$ cat config.mk
export PLATFORM = sky130hd
export DESIGN_NAME = i2s_rx
export DESIGN_NICKNAME = d
export VERILOG_FILES = /design/src/rtl/i2s_rx.sv
export SDC_FILE = /design/constraint.sdc
export NUM_CORES = 1
export LEC_CHECK = 0
export ABC_AREA = 0
export BUFFER_PORTS_ARGS = -buffer_cell sky130_fd_sc_hd__buf_2
export CORE_ASPECT_RATIO = 1.4
export CORE_UTILIZATION = 45
export DETAILED_ROUTE_END_ITERATION = 12
export HOLD_SLACK_MARGIN = 0.12
export PLACE_DENSITY = 0.67
export SLEW_MARGIN = 20
export SYNTH_ARGS = -nofsm -noshare
export SYNTH_HDL_FRONTEND = slang
export SYNTH_SLANG_ARGS = --single-unit
export TNS_END_PERCENT = 50
$ cat constraint.sdc
create_clock -name clk -period 2.9 [get_ports clk]
set_input_delay 0.145 -clock clk [delete_from_list [all_inputs] [get_ports clk]]
set_output_delay 0.145 -clock clk [all_outputs]
set_load 0.05 [all_outputs]
$ cat src/rtl/i2s_rx.sv
// rtl/i2s_rx.sv - I2S slave receiver: synchronised sclk/lrclk/sdi to stereo DW-bit pairs
module i2s_rx #(
  parameter int DW          = 24,
  parameter int SYNC_STAGES = 2
) (
  input  logic          clk,
  input  logic          rst,
  input  logic          sclk,
  input  logic          lrclk,
  input  logic          sdi,
  output logic [DW-1:0] l_sample,
  output logic [DW-1:0] r_sample,
  output logic          wr_en,
  output logic          short_err
);

  localparam int CW = $clog2(DW + 1);

  typedef enum logic [1:0] {WAIT_SYNC, LEFT, RIGHT} state_t;

  state_t               state_q, state_d;
  logic [SYNC_STAGES-1:0] sclk_sync, lrclk_sync, sdi_sync;
  logic                 sclk_s, lrclk_s, sdi_s;
  logic                 sclk_prev, lrclk_prev;
  logic                 rise, boundary;
  logic [DW-1:0]        sr, sr_shift, sr_pad, l_hold, commit_word;
  logic [CW-1:0]        bit_cnt, pad_sh;
  logic                 do_shift, do_clear, do_latch_l, do_commit, do_short;
  logic                 commit_q;

  assign sclk_s   = sclk_sync[SYNC_STAGES-1];
  assign lrclk_s  = lrclk_sync[SYNC_STAGES-1];
  assign sdi_s    = sdi_sync[SYNC_STAGES-1];
  assign rise     = sclk_s & ~sclk_prev;
  assign boundary = lrclk_s != lrclk_prev;
  assign sr_shift = {sr[DW-2:0], sdi_s};
  // Short slots are left-justified: received bits move to the top, zeros below.
  assign pad_sh   = CW'(DW) - bit_cnt;
  assign sr_pad   = sr << pad_sh;

  always_ff @(posedge clk) begin
    if (rst) state_q <= WAIT_SYNC;
    else     state_q <= state_d;
  end

  always_comb begin
    state_d     = state_q;
    do_shift    = 1'b0;
    do_clear    = 1'b0;
    do_latch_l  = 1'b0;
    do_commit   = 1'b0;
    do_short    = 1'b0;
    commit_word = sr_shift;
    if (rise) begin
      if (boundary) begin
        case (state_q)
          WAIT_SYNC: begin
            if (!lrclk_s) begin
              state_d  = LEFT;
              do_clear = 1'b1;
            end
          end
          LEFT: begin
            state_d    = RIGHT;
            do_clear   = 1'b1;
            do_latch_l = 1'b1;
            do_short   = bit_cnt != CW'(DW);
          end
          RIGHT: begin
            state_d  = LEFT;
            do_clear = 1'b1;
            // A full right word was already committed early on its last bit.
            if (bit_cnt != CW'(DW)) begin
              do_commit   = 1'b1;
              do_short    = 1'b1;
              commit_word = sr_pad;
            end
          end
          default: state_d = WAIT_SYNC;
        endcase
      end else if (state_q != WAIT_SYNC && bit_cnt != CW'(DW)) begin
        do_shift = 1'b1;
        if (state_q == RIGHT && bit_cnt == CW'(DW - 1)) do_commit = 1'b1;
      end
    end
  end

  always_ff @(posedge clk) begin
    if (rst) begin
      sclk_sync  <= '0;
      lrclk_sync <= '0;
      sdi_sync   <= '0;
      sclk_prev  <= 1'b0;
      lrclk_prev <= 1'b0;
      sr         <= '0;
      bit_cnt    <= '0;
      l_hold     <= '0;
      l_sample   <= '0;
      r_sample   <= '0;
      commit_q   <= 1'b0;
      wr_en      <= 1'b0;
      short_err  <= 1'b0;
    end else begin
      sclk_sync  <= {sclk_sync[SYNC_STAGES-2:0], sclk};
      lrclk_sync <= {lrclk_sync[SYNC_STAGES-2:0], lrclk};
      sdi_sync   <= {sdi_sync[SYNC_STAGES-2:0], sdi};
      sclk_prev  <= sclk_s;
      if (rise) lrclk_prev <= lrclk_s;
      if (do_clear) begin
        sr      <= '0;
        bit_cnt <= '0;
      end else if (do_shift) begin
        sr      <= sr_shift;
        bit_cnt <= bit_cnt + CW'(1);
      end
      if (do_latch_l) l_hold <= sr_pad;
      if (do_commit) begin
        l_sample <= l_hold;
        r_sample <= commit_word;
      end
      commit_q  <= do_commit;
      wr_en     <= commit_q;
      short_err <= do_short;
    end
  end

endmodule

# Word-level counts from Yosys, hierarchy flattened
# Cells that the tools add are included.
# Widths: inputs -> output; s select.
word_totals:
  output_inout_bits: 50
  register_bits: 114
  inputBits: 5
classes:
  addsub: 2
  reduce_logical: 8
  n_eq_ne: 6
  mux: 23
  n_bitwise: 4
  shift: 1
ops:
  columns: ["cell", "count"]
  rows:
  - ["$mux 24", 4]
  - ["$shl 24x5->24", 1]
  - ["$mux 1", 15]
  - ["$pmux 2 s3", 1]
  - ["$add 5x1->5 const B", 1]
  - ["$eq 5x5->1 const B", 1]
  - ["$ne 5x5->1 const B", 1]
  - ["$sub 5x5->5 const A", 1]
  - ["$pmux 1 s2", 2]
  - ["$reduce_or 2->1", 2]
  - ["$not 1->1", 3]
  - ["$reduce_and 3->1", 1]
  - ["$reduce_or 3->1", 1]
  - ["$eq 2x1->1 const B", 1]
  - ["$eq 2x2->1 const B", 1]
  - ["$logic_and 1x1->1", 2]
  - ["$logic_not 2->1", 1]
  - ["$mux 2", 1]
  - ["$ne 2x2->1 const B", 1]
  - ["$reduce_bool 2->1", 1]
  - ["$and 1x1->1", 1]
  - ["$ne 1x1->1", 1]

# Longest topological paths before layout
depth:
  word_depth: 6
  mapped_depth: 12
  ltp_nobuf: 7

# Worst setup path after synthesis
# OpenSTA, ideal clock, no wires.
synth_timing:
  kind: "reg2reg"
  startpoint: "reg bit_cnt[0]"
  endpoint: "reg l_hold[23]"
  t_arrival_ns: 2.737
  synth_period_minus_slack_ns: 2.828
  n_path_buf: 4
  path_slack_ns: 0.072
  setup_time_ns: 0.091
  required_ns: 2.809
  path_stages_with_launch: 11
  cell_sequence: "dfxtp_1 > buf_4 > buf_4 > inv_1 > buf_2 > ha_1 > xor2_2 > buf_6 > mux4_2 > or2_0 > a311oi_1"
synth_between:
  elab_chain_len: 2
synth_lines:
  columns: ["item", "line", "source"]
  rows:
  - ["start, declared", "27", "logic [CW-1:0] bit_cnt, pad_sh;"]
  - ["start signal, assigned", "114", "bit_cnt <= bit_cnt + CW'(1);"]
  - ["$sub 5x5->5", "38", "assign pad_sh = CW'(DW) - bit_cnt;"]
  - ["$shl 24x5->24", "39", "assign sr_pad = sr << pad_sh;"]
  - ["end signal, assigned", "116", "if (do_latch_l) l_hold <= sr_pad;"]
  - ["end, declared", "26", "logic [DW-1:0] sr, sr_shift, sr_pad, l_hold, commit_word;"]
# No other way between the ends.
# A chain may end at the register's enable or synchronous reset.

# Worst setup path after layout
layout_timing:
  startpoint: "reg bit_cnt[1]"
  endpoint: "reg l_hold[19]"
# Same word-level chain as after synthesis.

==> summary.md <==
| Metric | Value |
|---|---|
| Status | finished, final reports clean |
| Worst IR drop on VDD | 0.368 mV |
| Avg Synthesized Cell Area | 10.0 µm² |
| Final period utilization | 92.3% |
| Sequential share of the synthesized area | 40.5% |
| Fin. Hold Viols | 0 |
| R2R setup slack | 220 ps |
| Synthesized instance count | 562 |
| Final clock skew | 7.39 ps |
| Die Area | 0.0130 mm² |
| Util after Layout | 54.6% |
| Post-CTS setup buffer count | 0 |
| Fin crit period | 2680 ps |
| CP Data Arrival Time | 2960 ps |
| Clock sink count | 114 |
| Max-slew violations | 0 |
| Crit Reg-Reg Startpoint | bit_cnt[1] |
| Pwr per Cell Area | 566 mW/mm² |
| RePlAce Congestion | 0.933 |
| Crit path kind | reg -> reg |
| Most common cell in the netlist | dfxtp_1 |
| Nets@finish | 627 |
| Clock Latency Late Sink | 420 ps |
| Total global routing overflow | 0 |
| Total Routing Usage GR | 23.7% |
| Max Root-Sink Buffers | 2 |
| Die Span X | 96.5 µm |
| Vias in the first global route | 4515 |
| Leak pwr | 2.67 nW |
| RSZ-0062 raised after global routing | false |
| Top-area cell type share of the netlist area | 40.5% |
| Max-cap viol count | 0 |
| Hold/Removal Path Class | in -> reg |
| CP startpoint kind | register |
| Setup_tns | 0 ps |
| #FFs+latches synth | 114 |
| Actual slew at the worst max-slew pin | 1010 ps |
| Clk Tree Root Cell | clkbuf_16 |
| Yosys warnings | 0 |
| Share of cells above drive strength 1 | 25.0% |
| Core box area | 0.0123 mm² |
| Async SR Flop Fraction | 0% |
| Most common library cells after synthesis | dfxtp_1, nor2_1, mux2i_1 |
| Slew headroom | 32.5% |
| Clk pin slew, worst setup/hold paths | 60 ps |
| Syn nets | 574 |
| Initial Utilization | 46.0% |
| Synthesis-to-layout area growth | 18.8% |
| Initial DRC count | 362 |
| Via count | 4603 |
| Leading area contributor after synthesis | dfxtp_1 |
| Initial antenna violation count | 0 |
| Hold path depth | 2 |
| ANT cells | 0 |
| Hold_sp | rst |
| Post-route antenna net violation count | 0 |
| Netlist Area Pre-Place | 0.00563 mm² |
| Routed WL per cell | 18.6 µm |
| R2R depth | 8 |
| F_max | 374 MHz |
| Final setup viols | 0 |
| Final HPWL DP | 10.5 mm |
| Io pins | 55 |
| First-pass GRT wire length | 23.3 mm |
| Number of enable flip-flop cells after synthesis | 0 |
| Htree depth | 4 |
| FP Rows | 48 |
| I/O Buffers | 54 |
| CP Data Required Time | 3190 ps |
| Most common flop cell mapped by yosys | dfxtp_1 |
| Netlist cell types | 62 |
| CP endpoint kind | register |
| Vias per inst | 5.92 |
| CTS Buf Count | 17 |
| Routed wire length | 14.4 mm |
| Critical-path maximum fanout | 30 |
| Die span in y | 134 µm |
| DRC violations left | 0 |
| Hold path endpoint | state_q[0] |
| Largest net degree at the start of global routing | 36 |
| Worst r2r dst | l_hold[19] |
| CTS tree | yes |
| Synth top area cells | dfxtp_1, mux2i_1, mux4_2 |
| Drt pass-1 iters | 5 |
## worst max path at each step
stage | startpoint | to | slack, ps | cells past startpoint
after detailed placement | bit_cnt[1] | l_hold[19] | 100 | 8
after global routing | bit_cnt[1] | l_hold[19] | 100 | 8
final | bit_cnt[1] | l_hold[19] | 220 | 8
after global placement | bit_cnt[1] | l_hold[19] | 160 | 8
after floorplan | bit_cnt[0] | l_hold[23] | 70 | 10
after CTS | bit_cnt[1] | l_hold[19] | 50 | 8
## state kept, by name, summed over array words and instances, names as in the netlist
signal	cells
sclk_prev	1
sdi_sync	2
bit_cnt	5
l_sample	24
lrclk_prev	1
lrclk_sync	2
l_hold	24
commit_q	1
short_err	1
wr_en	1
r_sample	24
sr	24
state_q	2
sclk_sync	2
## stage by stage
stage | hold WS [ps] | instance area (µm²) | setup WS, ps | power (mW) | instances
floorplan | 273 | 5630 | 72.3 | 1.65 | 562
global placement | 354 | 6040 | 157 | 1.66 | 743
detailed placement | 362 | 6040 | 95.4 | 1.66 | 743
CTS | 141 | 6690 | 47.6 | 3.81 | 778
global route | 152 | 6690 | 95.2 | 3.89 | 778
finish | 150 | 6690 | 225 | 3.79 | 778
## cell type report
type	instances	area (µm²)
clock inverter	14	176
sequential	114	2280
timing repair buffer	77	475
inverter	15	56.3
clock buffer	18	439
fill	1092	5560
multi-input combinational	390	3080
tap	150	188
## critical path, stage by stage (launching register included)
cell and delay [ps]:
dfxtp_1 440, inv_1 90, ha_1 320, buf_12 220, mux2i_1 430, mux4_2 320
clkinv_1 120, a221oi_2 460, a211oi_1 130
## cell usage in the layout, fill, tap and decap left out, types with 3 or more instances in the layout
cell type | netlist | layout
clkbuf_16 | 0 | 17
inv_6 | 0 | 4
a21oi_1 | 29 | 29
o21ai_0 | 15 | 15
nor2_1 | 68 | 68
mux4_1 | 4 | 4
a311oi_1 | 7 | 7
o31ai_1 | 4 | 3
nand2_1 | 26 | 26
mux2i_1 | 57 | 57
xnor2_1 | 4 | 4
a22o_1 | 24 | 24
nand4_1 | 3 | 3
inv_1 | 14 | 14
dfxtp_1 | 114 | 114
nor4_1 | 3 | 3
a211oi_1 | 9 | 9
nor2b_1 | 11 | 11
nor3_1 | 11 | 11
ha_1 | 7 | 7
buf_4 | 7 | 18
nand3_1 | 15 | 15
a211oi_2 | 4 | 4
mux4_2 | 12 | 12
mux2_2 | 15 | 15
dlygate4sd3_1 | 0 | 3
clkinv_4 | 0 | 3
a22oi_1 | 18 | 18
bufinv_16 | 0 | 3
nand2b_1 | 3 | 3
buf_2 | 17 | 54
## cell families (layout without fill, tap and decap cells)
| logic type | Yosys count | in the layout | synth area share [%] |
|---|---|---|---|
| adders and majority gates | 7 | 7 | 1.56 |
| DFF | 114 | 114 | 40.5 |
| muxes | 88 | 88 | 19.8 |
| xor gates and xnor gates | 8 | 8 | 1.78 |
| buffers and inverters | 58 | 124 | 5.31 |
| and+or+nand+nor | 157 | 157 | 13.6 |
| AOI/OAI and AO/OA | 130 | 130 | 17.4 |
## timing repair
item	in CTS	in global routing
endpoints found under the hold margin	3	0
resized for setup	0	1
endpoints found under the setup margin	0	2
hold buffers	3	0
## per-layer routing
metal	GRT usage [%]	up-vias	part of all wire, %
li1	-	2170	-
met1	27.5	2241	41
met2	39.6	150	51
met3	4.76	42	4.1
met4	13.4	0	3.9
met5	0	-	0
## report_power, final
part	switching, mW	internal, mW	leakage (nW)
sequential	0.00263	1.57	0.919
clock	0.776	1.38	0.298
combinational	0.0396	0.0166	1.45
(Power assumes the default switching activity.)
